--- src/rtl/hv_cmd_fetch_if.sv ---
// hv_cmd_fetch_if: queue fetch bus, CDB hand-off and status writeback bundle.
// master = the fetch block, slave = queue / command processor side.
interface hv_cmd_fetch_if #(
    parameter int unsigned CMD_IO_WIDTH = 64,
    parameter int unsigned CDB_SIZE     = 256
);
    logic                    cq_cout_ready;
    logic                    cmd_request;
    logic                    cmd_oe;
    logic [CMD_IO_WIDTH-1:0] cmd_out;
    logic                    cdb_valid;
    logic                    cdb_ready;
    logic [CDB_SIZE-1:0]     cdb_data;
    logic [7:0]              cdb_index;
    logic [7:0]              cdb_tag;
    logic                    cdb_error;
    logic                    op_done;
    logic [7:0]              op_done_index;
    logic [7:0]              op_done_status;
    logic [7:0]              op_index;
    logic [7:0]              cmd_op_status;

    modport master (
        input  cq_cout_ready, cmd_oe, cmd_out, cdb_ready,
               op_done, op_done_index, op_done_status,
        output cmd_request, cdb_valid, cdb_data, cdb_index, cdb_tag,
               cdb_error, op_index, cmd_op_status
    );

    modport slave (
        output cq_cout_ready, cmd_oe, cmd_out, cdb_ready,
               op_done, op_done_index, op_done_status,
        input  cmd_request, cdb_valid, cdb_data, cdb_index, cdb_tag,
               cdb_error, op_index, cmd_op_status
    );
endinterface

--- src/rtl/hv_cmd_fetch.sv ---
// hv_cmd_fetch: requests one queued CDB at a time, assembles its beats,
// presents it to the command processor and forwards completion status
// back to the queue.
// Optional macro HV_FETCH_ERR_DROP_EN: drop checksum-error CDBs instead of
// presenting them, count them and write status 8 back for their slot.
module hv_cmd_fetch #(
    parameter int unsigned CMD_IO_WIDTH  = 64,
    parameter int unsigned CDB_SIZE      = 256,
    parameter int unsigned FETCH_TIMEOUT = 64
) (
    input  logic           clk,
    input  logic           reset,
    hv_cmd_fetch_if.master bus,
    output logic           fetch_timeout_err,
    output logic [7:0]     err_drop_cnt,
    output logic           busy
);
    localparam int unsigned BEATS  = CDB_SIZE / CMD_IO_WIDTH;
    localparam int unsigned BEAT_W = (BEATS > 1) ? $clog2(BEATS) : 1;
    localparam int unsigned TO_W   = $clog2(FETCH_TIMEOUT + 1);
    localparam logic [7:0]  ST_CKSUM_ERR = 8'd2;

    typedef enum logic [1:0] {IDLE, REQ, COLLECT, PRESENT} state_t;

    state_t            state;
    state_t            state_nx;
    logic [BEAT_W-1:0] beat_cnt;
    logic [TO_W-1:0]   to_cnt;
    logic              last_beat_c;
    logic              timeout_c;
    logic              drop_c;
    logic              op_wr_c;

    // Qualifiers for the COLLECT exits and the writeback request
    always_comb begin
        last_beat_c = (state == COLLECT) && bus.cmd_oe &&
                      (beat_cnt == BEAT_W'(BEATS - 1));
        timeout_c   = (state == COLLECT) && !bus.cmd_oe &&
                      (to_cnt == TO_W'(FETCH_TIMEOUT - 1));
        op_wr_c     = bus.op_done && (bus.op_done_status != 8'd0);
`ifdef HV_FETCH_ERR_DROP_EN
        drop_c      = last_beat_c && bus.cdb_error;
`else
        drop_c      = 1'b0;
`endif
    end

    // State register
    always_ff @(posedge clk or negedge reset) begin
        if (!reset) state <= IDLE;
        else        state <= state_nx;
    end

    // Next-state logic
    always_comb begin
        state_nx = state;
        case (state)
            IDLE:    if (bus.cq_cout_ready) state_nx = REQ;
            REQ:     state_nx = COLLECT;
            COLLECT: begin
                if (timeout_c)        state_nx = IDLE;
                else if (last_beat_c) state_nx = drop_c ? IDLE : PRESENT;
            end
            PRESENT: if (bus.cdb_ready) state_nx = IDLE;
            default: state_nx = IDLE;
        endcase
    end

    // Registered FSM outputs, beat assembly, header capture and timeout
    always_ff @(posedge clk or negedge reset) begin
        if (!reset) begin
            bus.cmd_request   <= 1'b0;
            bus.cdb_valid     <= 1'b0;
            bus.cdb_data      <= '0;
            bus.cdb_index     <= 8'd0;
            bus.cdb_tag       <= 8'd0;
            bus.cdb_error     <= 1'b0;
            busy              <= 1'b0;
            fetch_timeout_err <= 1'b0;
            beat_cnt          <= '0;
            to_cnt            <= '0;
        end else begin
            bus.cmd_request <= (state_nx == REQ);
            bus.cdb_valid   <= (state_nx == PRESENT);
            busy            <= (state_nx != IDLE);
            case (state)
                REQ: begin
                    beat_cnt      <= '0;
                    to_cnt        <= '0;
                    bus.cdb_data  <= '0;
                    bus.cdb_index <= 8'd0;
                    bus.cdb_tag   <= 8'd0;
                    bus.cdb_error <= 1'b0;
                end
                COLLECT: begin
                    if (bus.cmd_oe) begin
                        for (int b = 0; b < int'(BEATS); b++) begin
                            if (beat_cnt == BEAT_W'(b))
                                bus.cdb_data[b*CMD_IO_WIDTH +: CMD_IO_WIDTH] <= bus.cmd_out;
                        end
                        // Header lives in the first (least significant) beat
                        if (beat_cnt == '0) begin
                            bus.cdb_error <= (bus.cmd_out[31:24] == ST_CKSUM_ERR);
                            bus.cdb_index <= bus.cmd_out[23:16];
                            bus.cdb_tag   <= bus.cmd_out[15:8];
                        end
                        beat_cnt <= beat_cnt + BEAT_W'(1);
                        to_cnt   <= '0;
                    end else if (timeout_c) begin
                        fetch_timeout_err <= 1'b1;
                        bus.cdb_data      <= '0;
                        bus.cdb_index     <= 8'd0;
                        bus.cdb_tag       <= 8'd0;
                        bus.cdb_error     <= 1'b0;
                        to_cnt            <= '0;
                    end else begin
                        to_cnt <= to_cnt + TO_W'(1);
                    end
                end
                default: ;
            endcase
        end
    end

`ifdef HV_FETCH_ERR_DROP_EN
    logic       drop_pend;
    logic [7:0] drop_slot;

    // Saturating count of dropped error CDBs
    always_ff @(posedge clk or negedge reset) begin
        if (!reset)                             err_drop_cnt <= 8'd0;
        else if (drop_c && err_drop_cnt != 8'hFF) err_drop_cnt <= err_drop_cnt + 8'd1;
    end

    // Status writeback; processor completions win, a displaced drop write waits
    always_ff @(posedge clk or negedge reset) begin
        if (!reset) begin
            bus.op_index      <= 8'd0;
            bus.cmd_op_status <= 8'd0;
            drop_pend         <= 1'b0;
            drop_slot         <= 8'd0;
        end else if (op_wr_c) begin
            bus.op_index      <= bus.op_done_index;
            bus.cmd_op_status <= bus.op_done_status;
            if (drop_c) begin
                drop_pend <= 1'b1;
                drop_slot <= bus.cdb_index;
            end
        end else if (drop_pend) begin
            bus.op_index      <= drop_slot;
            bus.cmd_op_status <= 8'd8;
            if (drop_c) drop_slot <= bus.cdb_index;
            else        drop_pend <= 1'b0;
        end else if (drop_c) begin
            bus.op_index      <= bus.cdb_index;
            bus.cmd_op_status <= 8'd8;
        end else begin
            bus.cmd_op_status <= 8'd0;
        end
    end
`else
    assign err_drop_cnt = 8'd0;

    // Status writeback: one-cycle status pulse, index holds afterwards
    always_ff @(posedge clk or negedge reset) begin
        if (!reset) begin
            bus.op_index      <= 8'd0;
            bus.cmd_op_status <= 8'd0;
        end else if (op_wr_c) begin
            bus.op_index      <= bus.op_done_index;
            bus.cmd_op_status <= bus.op_done_status;
        end else begin
            bus.cmd_op_status <= 8'd0;
        end
    end
`endif
endmodule

--- src/flat_wrapper.sv ---
// flat-port wrapper written by rule: the top's interface ports become plain ports
module hv_cmd_fetch_flat 
#(
    parameter int unsigned CMD_IO_WIDTH  = 64,
    parameter int unsigned CDB_SIZE      = 256,
    parameter int unsigned FETCH_TIMEOUT = 64
)
  (clk, reset, fetch_timeout_err, err_drop_cnt, busy, bus_cq_cout_ready, bus_cmd_oe, bus_cmd_out, bus_cdb_ready, bus_op_done, bus_op_done_index, bus_op_done_status, bus_cmd_request, bus_cdb_valid, bus_cdb_data, bus_cdb_index, bus_cdb_tag, bus_cdb_error, bus_op_index, bus_cmd_op_status);
  hv_cmd_fetch_if #(.CMD_IO_WIDTH(CMD_IO_WIDTH), .CDB_SIZE(CDB_SIZE)) bus_i ();
  input  logic clk;
  input  logic reset;
  output logic fetch_timeout_err;
  output logic [7:0] err_drop_cnt;
  output logic busy;
  input wire logic [$bits(bus_i.cq_cout_ready)-1:0] bus_cq_cout_ready;
  input wire logic [$bits(bus_i.cmd_oe)-1:0] bus_cmd_oe;
  input wire logic [$bits(bus_i.cmd_out)-1:0] bus_cmd_out;
  input wire logic [$bits(bus_i.cdb_ready)-1:0] bus_cdb_ready;
  input wire logic [$bits(bus_i.op_done)-1:0] bus_op_done;
  input wire logic [$bits(bus_i.op_done_index)-1:0] bus_op_done_index;
  input wire logic [$bits(bus_i.op_done_status)-1:0] bus_op_done_status;
  output wire logic [$bits(bus_i.cmd_request)-1:0] bus_cmd_request;
  output wire logic [$bits(bus_i.cdb_valid)-1:0] bus_cdb_valid;
  output wire logic [$bits(bus_i.cdb_data)-1:0] bus_cdb_data;
  output wire logic [$bits(bus_i.cdb_index)-1:0] bus_cdb_index;
  output wire logic [$bits(bus_i.cdb_tag)-1:0] bus_cdb_tag;
  output wire logic [$bits(bus_i.cdb_error)-1:0] bus_cdb_error;
  output wire logic [$bits(bus_i.op_index)-1:0] bus_op_index;
  output wire logic [$bits(bus_i.cmd_op_status)-1:0] bus_cmd_op_status;
  assign bus_i.cq_cout_ready = bus_cq_cout_ready;
  assign bus_i.cmd_oe = bus_cmd_oe;
  assign bus_i.cmd_out = bus_cmd_out;
  assign bus_i.cdb_ready = bus_cdb_ready;
  assign bus_i.op_done = bus_op_done;
  assign bus_i.op_done_index = bus_op_done_index;
  assign bus_i.op_done_status = bus_op_done_status;
  assign bus_cmd_request = bus_i.cmd_request;
  assign bus_cdb_valid = bus_i.cdb_valid;
  assign bus_cdb_data = bus_i.cdb_data;
  assign bus_cdb_index = bus_i.cdb_index;
  assign bus_cdb_tag = bus_i.cdb_tag;
  assign bus_cdb_error = bus_i.cdb_error;
  assign bus_op_index = bus_i.op_index;
  assign bus_cmd_op_status = bus_i.cmd_op_status;
  hv_cmd_fetch #(.CMD_IO_WIDTH(CMD_IO_WIDTH), .CDB_SIZE(CDB_SIZE), .FETCH_TIMEOUT(FETCH_TIMEOUT)) u_core (.clk(clk), .reset(reset), .bus(bus_i), .fetch_timeout_err(fetch_timeout_err), .err_drop_cnt(err_drop_cnt), .busy(busy));
endmodule
--- config.mk ---
export PLATFORM = sky130hd
export DESIGN_NAME = hv_cmd_fetch_flat
export DESIGN_NICKNAME = d
export VERILOG_FILES = /design/src/rtl/hv_cmd_fetch_if.sv /design/src/rtl/hv_cmd_fetch.sv /design/src/flat_wrapper.sv
export SDC_FILE = /design/constraint.sdc
export NUM_CORES = 1
export LEC_CHECK = 0
export BUFFER_PORTS_ARGS = -buffer_cell sky130_fd_sc_hd__buf_4
export CAP_MARGIN = 20
export CORE_MARGIN = 8
export CORE_UTILIZATION = 53
export CTS_CLUSTER_SIZE = 10
export DETAILED_ROUTE_END_ITERATION = 16
export GPL_TIMING_DRIVEN = 0
export PLACE_DENSITY = 0.84
export SLEW_MARGIN = 20
export SYNTH_ARGS = -nofsm -noshare
export SYNTH_HDL_FRONTEND = slang
export SYNTH_SLANG_ARGS = --single-unit
--- constraint.sdc ---
create_clock -name clk -period 4.85 [get_ports clk]
set_clock_uncertainty 0.1 [all_clocks]
set_input_delay 0 -clock clk [delete_from_list [all_inputs] [get_ports clk]]
set_output_delay 0 -clock clk [all_outputs]
set_load 0.05 [all_outputs]
## After elaboration in Yosys (flattened, before gate mapping)

Index checks and enable logic that the tools add are counted.

| storage, ports and cells | value |
|---|---|
| bits in registers | 304 |
| input port bits | 86 |
| output and inout bits | 301 |
| word-level logic and storage cells | 81 |

| operators by class | value |
|---|---|
| add/subtract/negate cells | 2 |
| equal/unequal tests | 16 |
| multiplexer cells | 29 |
| bitwise gates (word level) | 1 |
| reductions and logical operators | 17 |

Operators with widths:

| cell | count |
|---|---|
| $mux W256 | 2 |
| $pmux W256 S2 | 1 |
| $mux W64 | 4 |
| $mux W8 | 6 |
| $pmux W8 S2 | 2 |
| $reduce_and A3 Y1 | 5 |
| $mux W7 | 2 |
| $pmux W7 S2 | 1 |
| $ne A3 B3 Y1 const B | 4 |
| $eq A2 B2 Y1 const B | 5 |
| $mux W2 | 5 |
| $eq A8 B2 Y1 const B | 1 |
| $pmux W2 S4 | 1 |
| $reduce_bool A8 Y1 | 1 |
| $add A7 B1 Y7 const B | 1 |
| $eq A7 B6 Y1 const B | 1 |
| $eq A2 B1 Y1 const B | 3 |
| $logic_and A1 B1 Y1 | 5 |
| $logic_not A2 Y1 | 2 |
| $pmux W2 S2 | 1 |
| $reduce_bool A2 Y1 | 2 |
| $mux W1 | 3 |
| $ne A3 B2 Y1 const B | 1 |
| $add A2 B1 Y2 const B | 1 |
| other kinds (5) | 5 |

## Depth between registers and ports, before layout

| logic depth | value |
|---|---|
| depth in word-level cells | 7 |
| depth in mapped cells | 7 |
| gate-level depth less buffers | 7 |

## Least setup slack after synthesis

Ideal clock, no wire load.

| path | value |
|---|---|
| kind | register to register |
| start point | register u_core.state[1] |
| end point | register u_core.bus.cdb_data[24] |
| setup time | 121 ps |
| arrival time | 1,668 ps |
| data required time | 4,629 ps |
| path slack | 2,961 ps |
| cell stages (with the launch flop) | 8 |
| buffers on the path | 3 |
| clock period less this slack | 1,889 ps |
| cell sequence | dfrtp_1 inv_1 ha_1 clkbuf_1 o21ai_2 buf_6 buf_6 a22o_1 |

| between the ends | value |
|---|---|
| word-level cells in the longest chain between the ends | 5 |
| elaborated cells between the ends (all ways) | 9 |
| those cells by class | eq/ne: 4; mux: 1; reduce/logical: 4 |

Ends and longest elaborated chain:

| element | RTL line | RTL |
|---|---|---|
| from (decl) | hv_cmd_fetch.sv:25 | `state_t state;` |
| from (signal assigned) | hv_cmd_fetch.sv:51 | `else state <= state_nx;` |
| $eq A2 B2 Y1 | hv_cmd_fetch.sv:38, hv_cmd_fetch.sv:86 |  |
| $logic_and A1 B1 Y1 (2 in a row) | hv_cmd_fetch.sv:38 | `timeout_c = (state == COLLECT) && !bus.cmd_oe &&` |
| $ne A3 B2 Y1 (no line) | -- |  |
| $reduce_and A3 Y1 (no line) | -- |  |
| to (signal, indexed assignment) | hv_cmd_fetch.sv:99 | `bus.cdb_data[b*CMD_IO_WIDTH +: CMD_IO_WIDTH] <= bus.cmd_out;` |
| to (decl) | hv_cmd_fetch_if.sv:26 | `output cmd_request, cdb_valid, cdb_data, cdb_index, cdb_tag,` |

Parallel ways exist; a longest one is shown, timed or not.
A chain may end at the register's enable or synchronous reset.

## Worst setup path after layout

| path | value |
|---|---|
| start point | register u_core.state[1] |
| end point | register u_core.bus.cdb_data[154] |

The elaborated chain is that of the path after synthesis.

==> results_dict.tcl <==
set metrics [dict create \
    critical_path_class "reg2reg" \
    clock_sink_count 288 \
    drive_above_1_share 0.387 \
    syn_area_sq_um 10800 \
    hold_viol 0 \
    cts_buffers 35 \
    relSlewSlack 0.549 \
    avgRoutedWirePerCell_um 25.4 \
    io-pin-count 387 \
    drt-initial-drc-count 664 \
    yosys_register_bits 288 \
    grt_setup_unrepaired "false" \
    die_h_um 159 \
    vias 9219 \
    synthCells 760 \
    post_cts_resized 0 \
    worst_r2r_endpoint "u_core.bus.cdb_data[154]" \
    overflow 0 \
    yosysTopAreaCellShare 0.667 \
    cp-end-kind "flop" \
    cp_max_fo 10 \
    hold_buffers 101 \
    hold_path_depth 5 \
    cp_num_buf_inv 3 \
    tritoncts "built" \
    yosys.area.top_type "dfrtp_1" \
    setup.worst_path.start_class "flop" \
    grt_max_degree 81 \
    cp.required_ps 5160 \
    postSynth.asyncResetShare 1.00 \
    fin_setup_tns_ps 0 \
    postRouteAntennaNets 0 \
    clk_pin_slew_ps 50 \
    powerDensity_nw_per_um2 613 \
    cts_root_buffer "clkbuf_16" \
    cp_top_family "buffers and inverters" \
    ir_worst_vdd_mv 0.435 \
    wl_um 39600 \
    ys_warn_count 0 \
    postCtsSetupBuffers 0 \
    num_rows 52 \
    slew_viol_final 0 \
    period_share 0.517 \
    grt_first_pass_wirelength_um 61900 \
    hp-class "in2reg" \
    place.gp.congestion 0.827 \
    avgSynthCellArea_sq_um 14.2 \
    fmax_mhz 399 \
    status "finished clean" \
    synthTopCellsByArea "dfrtp_1 67%, a22o_1 14%, o2bb2ai_1 6.6%, buf_4 1.7%, buf_2 1.5%" \
    r2r_slack_ps 2340 \
    design_area_sq_um 16100 \
    die_w_um 159 \
    grtUsageTotal 0.310 \
    cpPeakStageDelay_ps 470 \
    drc 0 \
    diodes 0 \
    hold_end "u_core.state[1]" \
    highest_layer "met4" \
    leakagePower_uw 0.00829 \
    clock_path_buffers 3 \
    final_util 0.799 \
    met2RoutedLength_um 19800 \
    path_cells "inv_1, ha_1, and3_1, and2_1, clkbuf_1, buf_2, a22o_1" \
    tightest_slew_ps 676 \
    rr_startpoint "u_core.state[1]" \
    synth_edf_count 0 \
    timing.final.crit_period_ps 2510 \
    io_buffers 378 \
    finalNetCount 1381 \
    core_area_sq_um 20100 \
    htreeDepth 2 \
    antenna_found_initial 0 \
    first_pass_iters 5 \
    vias_per_cell 5.91 \
    grt_pass1_vias 10039 \
    reg2reg_depth 7 \
    finalSetupViolations 0 \
    ys_types 45 \
    wl_met1_um 14600 \
    dp_hpwl_um 25800 \
    power_uw 9840 \
    start_util 0.538 \
    critPathSlowestCell "clkbuf_1" \
    worstPathArrival_ps 2820 \
    areaGrowthSynthToFinish_pct 48.6 \
    seq_area_frac_synth 0.667 \
    ys.flop_type "dfrtp_1" \
    maxCapViolations 0 \
    dr_wl_met3_um 3580 \
    clk-insertion-delay-late_ps 490 \
    min-delay-start "bus_cdb_ready" \
    dpl-instance-area_sq_um 14100 \
    dieArea_sq_um 25200 \
]
==> per-layer routing <==
layer | up-vias | track usage
li1 | 3894 | -
met4 | 0 | 0.135
met3 | 106 | 0.0874
met1 | 4646 | 0.367
met5 | - | 0
met2 | 573 | 0.520
==> cells in the final DEF (no fill, tap or decap), types with 3 or more instances in the layout <==
| master | instances |
|---|---|
| inv_1 | 7 |
| nor2_1 | 4 |
| clkbuf_16 | 37 |
| clkbuf_1 | 23 |
| dlygate4sd3_1 | 101 |
| nand3_1 | 12 |
| dfrtp_1 | 288 |
| and2_1 | 15 |
| o2bb2ai_1 | 81 |
| buf_16 | 3 |
| o21ai_0 | 7 |
| buf_4 | 401 |
| o21ai_2 | 4 |
| mux2_2 | 8 |
| buf_2 | 33 |
| nand2_1 | 28 |
| and3_1 | 3 |
| conb_1 | 8 |
| buf_6 | 4 |
| ha_1 | 9 |
| nand2b_1 | 4 |
| a22o_1 | 178 |
==> cell type report <==
| cell class | count | area (sq um) |
|---|---|---|
| clock inverters | 1 | 8.76 |
| flip-flops and latches | 288 | 7210 |
| plain buffers | 83 | 474 |
| fillers | 1092 | 4040 |
| inverters | 8 | 30.0 |
| clock buffers | 41 | 941 |
| repair buffers | 482 | 3940 |
| well taps | 270 | 338 |
| multi-input cells | 388 | 3130 |
==> Yosys cell counts (2+ instances only) <==
cell type,n
a21o_1,2
a22o_1,178
and2_1,15
and3_1,3
buf_1,2
buf_2,33
buf_4,24
buf_6,4
clkbuf_1,19
dfrtp_1,288
ha_1,9
inv_1,7
mux2_2,8
nand2_1,28
nand2b_1,4
nand3_1,12
nor2_1,4
o21ai_0,7
o21ai_2,4
o21ai_4,2
o2bb2ai_1,81
o311ai_0,2
or4_1,2
==> sequential cells by signal (all words and copies together), names as in the netlist <==
name and count:
u_core.busy 1, u_core.fetch_timeout_err 1, u_core.bus.cmd_op_status 8, u_core.bus.cdb_valid 1, u_core.to_cnt 7, u_core.state 2
u_core.bus.cdb_error 1, u_core.bus.cdb_data 242, u_core.bus.cdb_tag 7, u_core.bus.cmd_request 1, u_core.bus.cdb_index 7, u_core.beat_cnt 2
u_core.bus.op_index 8
==> worst max-delay path by stage <==
| stage | start | endpoint | slack [ps] | depth (start not counted) |
|---|---|---|---|---|
| 2_1_floorplan | u_core.state[1] | u_core.bus.cdb_data[24] | 2960 | 7 |
| 3_3_place_gp | reset | u_core.bus.cdb_data[142] | 1290 | 1 |
| 3_5_place_dp | u_core.state[0] | u_core.bus.cdb_data[155] | 2400 | 7 |
| 4_1_cts | u_core.state[0] | u_core.bus.cdb_data[155] | 2400 | 7 |
| 5_1_grt | u_core.state[0] | u_core.bus.cdb_data[154] | 2200 | 7 |
| 6_report | u_core.state[1] | u_core.bus.cdb_data[154] | 2340 | 7 |
==> report_power, final <==
part / switching [uW] / total [uW] / internal [uW] / leakage (uW)
combinational: 3120 / 4420 / 1300 / 0.00386
sequential: 334 / 3150 / 2810 / 0.00396
clock: 919 / 2270 / 1350 / 0.000465
==> metrics by stage <==
step / cells / hold slack (ps) / setup WS (ps)
floorplan: 767 / -396 / 2960
global placement: 1415 / 120 / 1290
detailed placement: 1418 / -81.9 / 2400
CTS: 1561 / 32.2 / 2400
global route: 1561 / 73.5 / 2200
finish: 1561 / 44.3 / 2340
==> tightest hold or removal path: stages <==
cell	delay, ps
buf_4	80
nor2b_1	40
a211oi_1	220
a22o_2	210
inv_2	40
==> cells by family after synthesis <==
kind of cell    after synthesis  share of synthesized area
compound gates              284                      0.228
xor+xnor                      1                   0.000810
fa+ha+maj                     9                     0.0104
buf+inv                      91                     0.0466
flops                       288                      0.667
mux                           9                    0.00926
other cells                   1                   0.000347
simple gates                 77                     0.0380
(Power assumes the default switching activity.)
